==> config.mk <==
export PLATFORM = sky130hd
export DESIGN_NAME = operate_run_ctrl
export DESIGN_NICKNAME = d
export VERILOG_FILES = /design/src/rtl/operate_pkg.sv /design/src/rtl/operate_run_ctrl.sv
export SDC_FILE = /design/constraint.sdc
export NUM_CORES = 1
export LEC_CHECK = 0
export BUFFER_PORTS_ARGS = -buffer_cell sky130_fd_sc_hd__buf_2
export CAP_MARGIN = 25
export CELL_PAD_IN_SITES_DETAIL_PLACEMENT = 0
export CELL_PAD_IN_SITES_GLOBAL_PLACEMENT = 1
export CORE_MARGIN = 2
export CORE_UTILIZATION = 39
export DETAILED_ROUTE_END_ITERATION = 7
export GPL_ROUTABILITY_DRIVEN = 0
export PLACE_DENSITY_LB_ADDON = 0.2
export RECOVER_POWER = 50
export SLEW_MARGIN = 10
export SYNTH_ARGS = -nofsm -noshare
export SYNTH_HDL_FRONTEND = slang
export SYNTH_SLANG_ARGS = --single-unit
==> constraint.sdc <==
create_clock -name clk -period 3.5 [get_ports clk]
set_clock_uncertainty 0.1 [all_clocks]
set_input_delay 0.525 -clock clk [delete_from_list [all_inputs] [get_ports clk]]
set_output_delay 0.525 -clock clk [all_outputs]
set_load 0.01 [all_outputs]
==> src/rtl/operate_pkg.sv <==
// Shared definitions for the Operate core and its run controller:
// PC/address width, run-controller state encoding and result status codes.
package operate_pkg;

    localparam int unsigned ARG_SIZE = 8;
    localparam int unsigned CYCLE_W  = 16;

    typedef enum logic [2:0] {
        S_IDLE   = 3'd0,
        S_START  = 3'd1,
        S_RUN    = 3'd2,
        S_ACK    = 3'd3,
        S_FLUSH  = 3'd4,
        S_RESULT = 3'd5
    } run_state_e;

    typedef enum logic [1:0] {
        ST_OK      = 2'd0,
        ST_TIMEOUT = 2'd1,
        ST_ABORT   = 2'd2
    } run_status_e;

endpackage

==> src/rtl/operate_run_ctrl.sv <==
// Run controller for one Operate core.
// Accepts a host run request, drives the core start/ack handshake, enforces a
// RUN-cycle watchdog and host abort, and reports a latched result.
// Ports:
//   clk, reset        clock, synchronous active-high reset
//   go/abort/hostAck  host run request, abort request, result consume
//   maxCycles         watchdog limit (0 = unlimited), sampled when go is accepted
//   busy/resultValid  run in progress / result available
//   status            0 OK, 1 TIMEOUT, 2 ABORT
//   cycleCount        RUN cycles elapsed (saturating)
//   wrCount           core data writes during RUN (saturating)
//   haltPc            core PC captured when done is first seen
//   coreReset/coreStart/coreAck  controls to the core
//   coreDone/corePc/coreWrEn     observation taps from the core
module operate_run_ctrl #(
    parameter int unsigned ARG_SIZE = operate_pkg::ARG_SIZE,
    parameter int unsigned CYCLE_W  = operate_pkg::CYCLE_W
) (
    input  logic                clk,
    input  logic                reset,
    input  logic                go,
    input  logic                abort,
    input  logic                hostAck,
    input  logic [CYCLE_W-1:0]  maxCycles,
    output logic                busy,
    output logic                resultValid,
    output logic [1:0]          status,
    output logic [CYCLE_W-1:0]  cycleCount,
    output logic [CYCLE_W-1:0]  wrCount,
    output logic [ARG_SIZE-1:0] haltPc,
    output logic                coreReset,
    output logic                coreStart,
    output logic                coreAck,
    input  logic                coreDone,
    input  logic [ARG_SIZE-1:0] corePc,
    input  logic                coreWrEn
);

    import operate_pkg::*;

    // Increment by one when enabled, sticking at all-ones.
    function automatic logic [CYCLE_W-1:0] sat_inc(input logic [CYCLE_W-1:0] v,
                                                   input logic en);
        if (en && (v != '1)) begin
            return v + CYCLE_W'(1);
        end
        return v;
    endfunction

    run_state_e          state_q,  state_d;
    run_status_e         status_q, status_d;
    logic [CYCLE_W-1:0]  limit_q,  limit_d;
    logic [CYCLE_W-1:0]  cyc_q,    cyc_d;
    logic [CYCLE_W-1:0]  wr_q,     wr_d;
    logic [ARG_SIZE-1:0] pc_q,     pc_d;
    logic                start_q,  start_d;
    logic                ack_q,    ack_d;

    // Next-state and registered-output logic.
    always_comb begin
        state_d  = state_q;
        status_d = status_q;
        limit_d  = limit_q;
        cyc_d    = cyc_q;
        wr_d     = wr_q;
        pc_d     = pc_q;
        start_d  = 1'b0;
        ack_d    = 1'b0;

        unique case (state_q)
            S_IDLE: begin
                if (go) begin
                    state_d  = S_START;
                    limit_d  = maxCycles;
                    cyc_d    = '0;
                    wr_d     = '0;
                    pc_d     = '0;
                    status_d = ST_OK;
                    start_d  = 1'b1;
                end
            end
            S_START: begin
                if (abort) begin
                    state_d  = S_FLUSH;
                    status_d = ST_ABORT;
                end else begin
                    state_d = S_RUN;
                end
            end
            S_RUN: begin
                // The cycle that ends the run is still counted, so the
                // limit is compared against the post-increment value.
                cyc_d = sat_inc(cyc_q, 1'b1);
                wr_d  = sat_inc(wr_q, coreWrEn);
                if (coreDone) begin
                    pc_d    = corePc;
                    state_d = S_ACK;
                    ack_d   = 1'b1;
                end else if (abort) begin
                    state_d  = S_FLUSH;
                    status_d = ST_ABORT;
                end else if ((limit_q != '0) && (cyc_d == limit_q)) begin
                    state_d  = S_FLUSH;
                    status_d = ST_TIMEOUT;
                end
            end
            S_ACK: begin
                if (coreDone) begin
                    ack_d = 1'b1;
                end else begin
                    state_d  = S_RESULT;
                    status_d = ST_OK;
                end
            end
            S_FLUSH: begin
                state_d = S_RESULT;
            end
            S_RESULT: begin
                if (hostAck) begin
                    state_d = S_IDLE;
                end
            end
            default: begin
                state_d = S_IDLE;
            end
        endcase
    end

    // State and result registers.
    always_ff @(posedge clk) begin
        if (reset) begin
            state_q  <= S_IDLE;
            status_q <= ST_OK;
            limit_q  <= '0;
            cyc_q    <= '0;
            wr_q     <= '0;
            pc_q     <= '0;
            start_q  <= 1'b0;
            ack_q    <= 1'b0;
        end else begin
            state_q  <= state_d;
            status_q <= status_d;
            limit_q  <= limit_d;
            cyc_q    <= cyc_d;
            wr_q     <= wr_d;
            pc_q     <= pc_d;
            start_q  <= start_d;
            ack_q    <= ack_d;
        end
    end

    assign busy        = (state_q != S_IDLE) && (state_q != S_RESULT);
    assign resultValid = (state_q == S_RESULT);
    assign status      = status_q;
    assign cycleCount  = cyc_q;
    assign wrCount     = wr_q;
    assign haltPc      = pc_q;
    assign coreStart   = start_q;
    assign coreAck     = ack_q;
    // Core is held in reset with the controller and pulsed during FLUSH.
    assign coreReset   = reset | (state_q == S_FLUSH);

endmodule

==> results of run 1 <==
-- final timing paths --
check / from / to / slack, ns / depth (start not counted)
hold reg to reg: status[1]$_SDFFE_PP0P_ / status[1]$_SDFFE_PP0P_ / 0.36 / 2
setup reg to reg: cycleCount[1]$_SDFFE_PP0P_ / state_q[1]$_SDFFE_PP0P_ / 0.36 / 9
setup / recovery: cycleCount[1]$_SDFFE_PP0P_ / state_q[1]$_SDFFE_PP0P_ / 0.36 / 9
hold / removal: corePc[2] / haltPc[2]$_SDFFE_PP0P_ / 0.30 / 3
-- worst max-delay path, delay by kind of cell, from the launching register on --
kind / cells / cell delay, ns
XOR/XNOR: 1 / 0.10
flip-flops: 1 / 0.46
AND/OR/NAND/NOR: 4 / 1.13
multiplexers: 1 / 0.27
adder cells (fa/ha/maj): 1 / 0.34
AO/OA/AOI/OAI: 2 / 0.60
-- area by class of cell --
class,instances,area [sq um]
Clock buffer,9,123.9
Clock inverter,7,103.9
Fill cell,917,4557
Inverter,10,37.54
Multi-Input combinational cell,337,2032
Sequential cell,63,1261
Tap cell,108,135.1
Timing Repair Buffer,84,385.4
-- layer usage --
metal / part of all wire / vias up / track usage
met3: 0.062 / 15 / 0.05540
met1: 0.47 / 1558 / 0.2799
met5: 0 / - / 0
met2: 0.45 / 110 / 0.2992
met4: 0.018 / 0 / 0.06410
li1: - / 1703 / -
-- power groups by stage --
stage	Combinational (mW)	Clock [mW]	Sequential, mW
after floorplan	0.197	0	0.786
after global placement	0.276	0	0.806
after detailed placement	0.279	0	0.806
after CTS	0.279	0.750	0.789
after global routing	0.312	0.782	0.795
final	0.275	0.734	0.790
-- metrics by stage --
stage | hold WS (ns) | util
detailed placement | 0.3508 | 0.4520
CTS | 0.2935 | 0.4784
floorplan | 0.3584 | -
finish | 0.3007 | 0.4723
global placement | 0.3500 | 0.4520
global route | 0.2921 | 0.4723
-- sequential cells by signal (all words and copies together), names as in the netlist --
register,cells
state_q,3
cycleCount,16
limit_q,16
haltPc,8
coreStart,1
coreAck,1
status,2
wrCount,16
-- synth_stat cells, types with 3 or more instances --
| library cell | number |
|---|---|
| a22oi_1 | 10 |
| or3_1 | 6 |
| nor3_2 | 4 |
| and3_1 | 10 |
| buf_2 | 6 |
| and4_1 | 5 |
| dfxtp_1 | 63 |
| and4_4 | 3 |
| nand3b_1 | 6 |
| inv_1 | 10 |
| nand2_1 | 60 |
| nand3_1 | 20 |
| nand2b_1 | 3 |
| nor2_1 | 39 |
| nor3_1 | 9 |
| clkbuf_1 | 15 |
| a21o_1 | 3 |
| nor4_1 | 9 |
| o21ai_0 | 22 |
| xnor2_1 | 21 |
| a21oi_1 | 47 |
| xor2_1 | 8 |
| nand4_1 | 5 |
| mux2i_1 | 3 |
-- cells by family after synthesis --
kind of cell | after synthesis | share of synthesized area
and+or+nand+nor | 194 | 0.3053
AOI/OAI and AO/OA | 109 | 0.1958
DFF | 63 | 0.3682
buffers and inverters | 33 | 0.04054
xor gates and xnor gates | 29 | 0.07414
muxes | 3 | 0.008766
adders and majority gates | 2 | 0.007303
==> results, run 1 <==
- The run finished with clean final reports.
- The initial utilization of the core area, before any placement, comes to 0.3967.
- The final hold violation count is 0.
- The launching element type of the critical path is a flip-flop.
- The register bit total from synthesis is 63.
- Setup violations remaining at the end of the flow were counted as 0.
- In this run the worst path has a maximum fanout of 8.
- For this run, design rule violations remaining after detail routing come to 0.
- Of the cells placed in the final design, the portion with a size suffix greater than 1 is 0.1608.
- Sorting the synthesized cells by area gives the leading types as dfxtp_1 37%, a21oi_1 6.9%, nand2_1 6.6%.
- The placeable core region is 8636 sq um.
- The largest total area in the synthesized netlist belongs to dfxtp_1.
- The number of I/O port buffers is 77.
- Of the available clock period, the critical path in the final layout requires 0.8959.
- The most common cell after layout, fill and taps aside is dfxtp_1.
- The horizontal die dimension is 97.73 um.
- In the layout the commonest cells are 63 x dfxtp_1, 60 x nand2_1, 47 x a21oi_1.
- The per-instance average area after synthesis is 7.912 sq um.
- In this run the core area contains 34 standard-cell rows.
- Data on the critical path is required at its endpoint by 3.62 ns.
- CTS built an H-tree with a depth of 3.
- Across the run, the number of max-cap violations was 0.
- The number of design-rule violations left by the first detailed-router iteration is 183.
- The routed wire length is 9491 um.
- The count of mapped cells out of synthesis is 433.
- The combinational share of power is 0.153.
- Adding up every negative setup slack in the final design gives 0 ns.
- In this run the tightest slew margin relative to its limit is 0.5226.
- The count of nets left with antenna violations once routing finished came out at 0.
- The global-route wire length before repair is 15570 um.
- In this run the power density over the cells is 440.8 nW/um^2.
- The number of antenna violations at the first check in global routing was 0.
- For this run the aggregate overflow at the end of global routing stands at 0.
- The floorplan step defined a die boundary enclosing 9550 sq um.
- The half-perimeter wire length after placement is 6840 um.
- After the flow finishes, the layout carries non-filler instances totaling 618.
- After clock tree synthesis, the repair step resized 0 gates.
- The proportion of netlist area held by the largest area contributor is 0.3682.
- Across the VDD grid, the largest voltage drop is 0.2133 mV.
- Among all stages on the critical path, the largest delay is contributed by a2111oi_0.
- The post-CTS repair timing setup buffer count is 0.
- The achievable frequency is 318.9 MHz.
- The total standard cell area after synthesis is 3426 sq um.
- The CTS tree is yes.
- Relative to the synthesized area, the layout overhead comes to 19.06%.
- Setup repair after global routing left no endpoint under its margin.
- The number of antenna diodes in the final layout is 0.
- The maximum clock path buffer count is 2.
- Including well taps, the total number of placed cells is 602.
- The number of clock buffers inserted by TritonCTS is 9.
- After detailed routing, the number of vias per cell comes to 5.479.
- The max-slew violation count was 0.
- For this run, the detailed router's first-pass iteration total came to 5.
- In the global route stage, overall resource usage came out at 0.1998.
- The library cell used as clock root buffer is clkbuf_8.
- The worst path needs 3.136 ns of the cycle, external delays included.
- The part of the total power dissipated in sequential elements is 0.439.
- Timing analysis after detailed placement gives a worst setup slack of 0.3640 ns.
- Yosys mapped a number of flops with a built-in enable equal to 0.
- For the pin with the worst max-slew slack, the measured transition is 0.7160 ns.
- The net count of the mapped netlist is 466.
- Summed over all cells, the static leakage comes to 1.464 nW.
- After detailed placement, the total cell area comes to 3904 sq um.
- After layout, the design draws a total of 1.798 mW.
- The cts-stage hold buffer count is 0.
- The type of the setup path with the least slack is flip-flop to flip-flop.
- The most used flip-flop cell after synthesis is dfxtp_1.
- 78 I/O pins were placed.
- The detailed router placed 3386 vias in this run.
- The share of the Yosys chip area taken by registers is 0.3682.
- At the later pin of the worst-skew pair, clock insertion delay measures 0.35 ns.
- The final non-filler cell area is 4079 sq um.
- Clock-pin slew was measured on the worst setup and hold paths at 0.08 ns.
- The final layout contains 538 nets.
- Dividing the detail-routed wire length by the instance count gives 15.36 um.
- The type of the most critical hold path is input pin to flip-flop.
- The share of total power dissipated in the clock network is 0.408.
- The via count of the first global-routing pass came to 3055.
- Of the total power, the share spent switching nets is 0.2974.
- The share of flip-flops with an asynchronous set or reset after synthesis is 0.
- At the worst endpoint, the arrival time is 3.25 ns.
- The vertical die dimension is 97.73 um.
- The signal on the critical path passes through ha_1 -> nand3_1 -> nor3_1 -> mux2i_1 -> xnor2_1 -> a2111oi_0 -> nand4_1 -> nand3b_1 -> a311oi_2.
- The internal portion of the total power is 1.263 mW.
- The category of the worst setup path capture point is a flip-flop.
- In this run the power spent charging and discharging nets is 0.5348 mW.
- The tree built by TritonCTS fans out to 63 sinks.
- The count of cell types in the netlist is 60.
- Entering global routing, the biggest net connects 48 pins.
- The worst path meets setup with 0.3642 ns of slack.
- For this run, the slowest stage of the critical path takes 0.49 ns.
- The Yosys warning count is 0.
(Power assumes the default switching activity.)
==> run 2: changes to the inputs <==
- RECOVER_POWER: 50 -> 25
==> run 2 against run 1 <==
Against the previous run:
- via count decreased by 0.62%
- total power about the same
- routed wire length decreased by 0.40%
- utilization increased by 0.25 points
- non-clock buffer count unchanged
- worst setup slack improved by 0.033 ns
- critical path depth unchanged
- register-to-register slack improved by 0.03 ns
- cell count unchanged
- sequential share of layout area decreased by 0.16 points
- largest cell class unchanged
==> results, run 2 (synthesis gave the netlist of run 1 again) <==
- The run finished with clean final reports.
- The number of clock buffers inserted by TritonCTS is 9 (unchanged).
- The clock sink count is 63 (unchanged).
- The path depth of the worst reg2reg path is 9 (unchanged).
- The final worst setup slack is 0.3970 ns (+0.03274 ns).
- The part of the cycle the worst path needs was 0.8866 (-0.009354).
- STA classifies the critical path endpoint as a flip-flop.
- The wire length per cell is 15.30 um (-0.40%).
- The summed negative setup slack over all endpoints is 0 ns (unchanged).
- The starting utilization of the core area was 0.3967 (unchanged).
- The total via count in the routed design was 3365 (-0.62%).
- Setup repair after global routing left no endpoint under its margin.
- TritonCTS built the clock tree.
- The worst setup timing slack at the placement stage was 0.3640 ns (unchanged).
- The via count of the first global-routing pass is 3055 (unchanged).
- The horizontal die dimension is 97.73 um (unchanged).
- The post-CTS repair timing setup buffer count is 0 (unchanged).
- The number of levels the H-tree was split into was 3 (unchanged).
- The number of antenna violations at the first check in global routing is 0 (unchanged).
- The number of resized instances in the post-cts repair step came to 0 (unchanged).
- The worst-skew pair later-pin latency was 0.35 ns (about the same).
- The routed wire length was 9453 um (-0.40%).
- The fraction of layout cells with a size suffix above 1 is 0.1863 (+0.02549).
- The clock input transition at the sequential cells of the worst setup and hold paths is 0.08 ns (about the same).
- The number of I/O port buffers is 77 (unchanged).
- The half-perimeter wire length after placement is 6840 um (unchanged).
- The data arrival time of the worst path was 3.22 ns (-0.03 ns).
- The final hold violation count is 0 (unchanged).
- The power after layout is 1.798 mW (about the same).
- The achievable frequency came to 322.3 MHz (+1.1%).
- The global-route total usage across every layer was 0.1998 (unchanged).
- The die area came to 9550 sq um (unchanged).
- The relative slew slack was 0.5345 (+0.01184).
- The sum of overflow across all layers after global routing is 0 (unchanged).
- The final non-filler cell area came to 4100 sq um (+0.52%).
- The length of the first detailed-routing pass in iterations is 5 (unchanged).
- The highest fanout seen on the critical path was 8 (unchanged).
- For hold timing, the worst endpoint is limit_q[7]$_SDFFE_PP0P_.
- The post-route DRC violation count is 0 (unchanged).
- The global-route wire length before repair is 15570 um (unchanged).
- The transition at the pin with the smallest max-transition slack was 0.6936 ns (-0.02241 ns).
- The number of design-rule violations left by the first detailed-router iteration was 167 (-8.7%).
- The vertical die dimension is 97.73 um (unchanged).
- In this run the critical register-to-register path is launched from cycleCount[1]$_SDFFE_PP0P_.
- The max-slew violation count was 0 (unchanged).
- The pin count of the biggest net entering global routing is 48 (unchanged).
- The highest ir drop seen on vdd was 0.2134 mV (about the same).
- The cts-stage hold buffer count is 0 (unchanged).
- The startpoint identified for the worst hold timing path is maxCycles[7].
- The final net count is 538 (unchanged).
- The library cell used as clock root buffer is clkbuf_8.
- Relative to the synthesized area, the layout overhead comes to 19.69%.
- The detail-routed via count per cell is 5.445 (-0.62%).
- The top cell types in the final layout, fill and taps aside, are 63 x dfxtp_1, 60 x nand2_1, 52 x buf_2.
- The minimum clock period was 3.103 ns (-0.03274 ns).
- The antenna diode count came to 0 (unchanged).
- The post-placement cell count came to 602 (unchanged).
- STA classifies the critical path startpoint as a flip-flop.
- The worst hold path belongs to the class input pin to flip-flop.
- The areal power density over the cells is 438.6 nW/um^2 (-0.50%).
- The number of routed nets with antenna violations is 0 (unchanged).
- The type of the setup path with the least slack is flip-flop to flip-flop.
- The number of cells traversed by the worst hold path was 3 (unchanged).
- The post-layout instance count excluding filler cells is 618 (unchanged).
- The flop-to-flop setup slack is 0.40 ns (+0.03 ns).
- The number of max-cap violations is 0 (unchanged).
- The placeable core region came to 8636 sq um (unchanged).
- The most common cell after layout, fill and taps aside is dfxtp_1.
- The standard-cell row count is 34 (unchanged).
- The setup violation total in the final timing report is 0 (unchanged).
- The endpoint identified for the worst register-to-register timing path is state_q[1]$_SDFFE_PP0P_.
- The standard cell area after detailed placement is 3904 sq um (unchanged).
- The maximum clock path buffer count is 2 (unchanged).
- The reported leakage power is 1.520 nW (+3.8%).
- The number of placed I/O pins is 78 (unchanged).
- The critical path required time is 3.62 ns (about the same).
[run 2: metrics by stage]
stage / hold slack (ns) / util
finish: 0.3031 / 0.4748
global route: 0.2921 / 0.4748
CTS: 0.2935 / 0.4784
detailed placement: 0.3508 / 0.4520
global placement: 0.3500 / 0.4520
floorplan: 0.3584 / -
[run 2: area by class of cell]
type	instances	area [sq um]
Clock inverter	7	103.9
Tap cell	108	135.1
Timing Repair Buffer	84	406.6
Multi-Input combinational cell	337	2032
Sequential cell	63	1261
Fill cell	911	4536
Inverter	10	37.54
Clock buffer	9	123.9
[run 2: worst max-delay path by stage]
stage | startpoint | to | slack (ns) | cells past startpoint
floorplan | cycleCount[0]$_SDFFE_PP0P_ | state_q[1]$_SDFFE_PP0P_ | 0.96 | 9
global placement | cycleCount[0]$_SDFFE_PP0P_ | state_q[1]$_SDFFE_PP0P_ | 0.48 | 9
detailed placement | cycleCount[0]$_SDFFE_PP0P_ | state_q[1]$_SDFFE_PP0P_ | 0.36 | 9
CTS | cycleCount[0]$_SDFFE_PP0P_ | state_q[1]$_SDFFE_PP0P_ | 0.35 | 9
global route | cycleCount[0]$_SDFFE_PP0P_ | state_q[2]$_SDFFE_PP0P_ | 0.11 | 9
finish | cycleCount[1]$_SDFFE_PP0P_ | state_q[1]$_SDFFE_PP0P_ | 0.40 | 9
[run 2: layer usage]
layer  up-vias  global-route usage  wire (um)
li1       1705                   -          -
met1      1540              0.2799       4501
met2       105              0.2992       4236
met3        15             0.05540        547
met4         0             0.06410        167
met5         -                   0          0
[run 2: report_power, final]
part           switching, mW  total, mW  leakage, nW  internal (mW)
sequential            0.0441      0.790        0.510          0.746
combinational          0.167      0.276        0.895          0.109
clock                  0.322      0.732        0.115          0.411
total                  0.533       1.80         1.52           1.27
[run 2: worst max-delay path, stage by stage (launching register included)]
cell and delay, ns:
dfxtp_1 0.45, ha_1 0.34, nand3_1 0.22, nor3_1 0.38, mux2i_1 0.27, xnor2_1 0.10, a2111oi_0 0.47, nand4_1 0.30
nand3b_1 0.22, a311oi_2 0.11
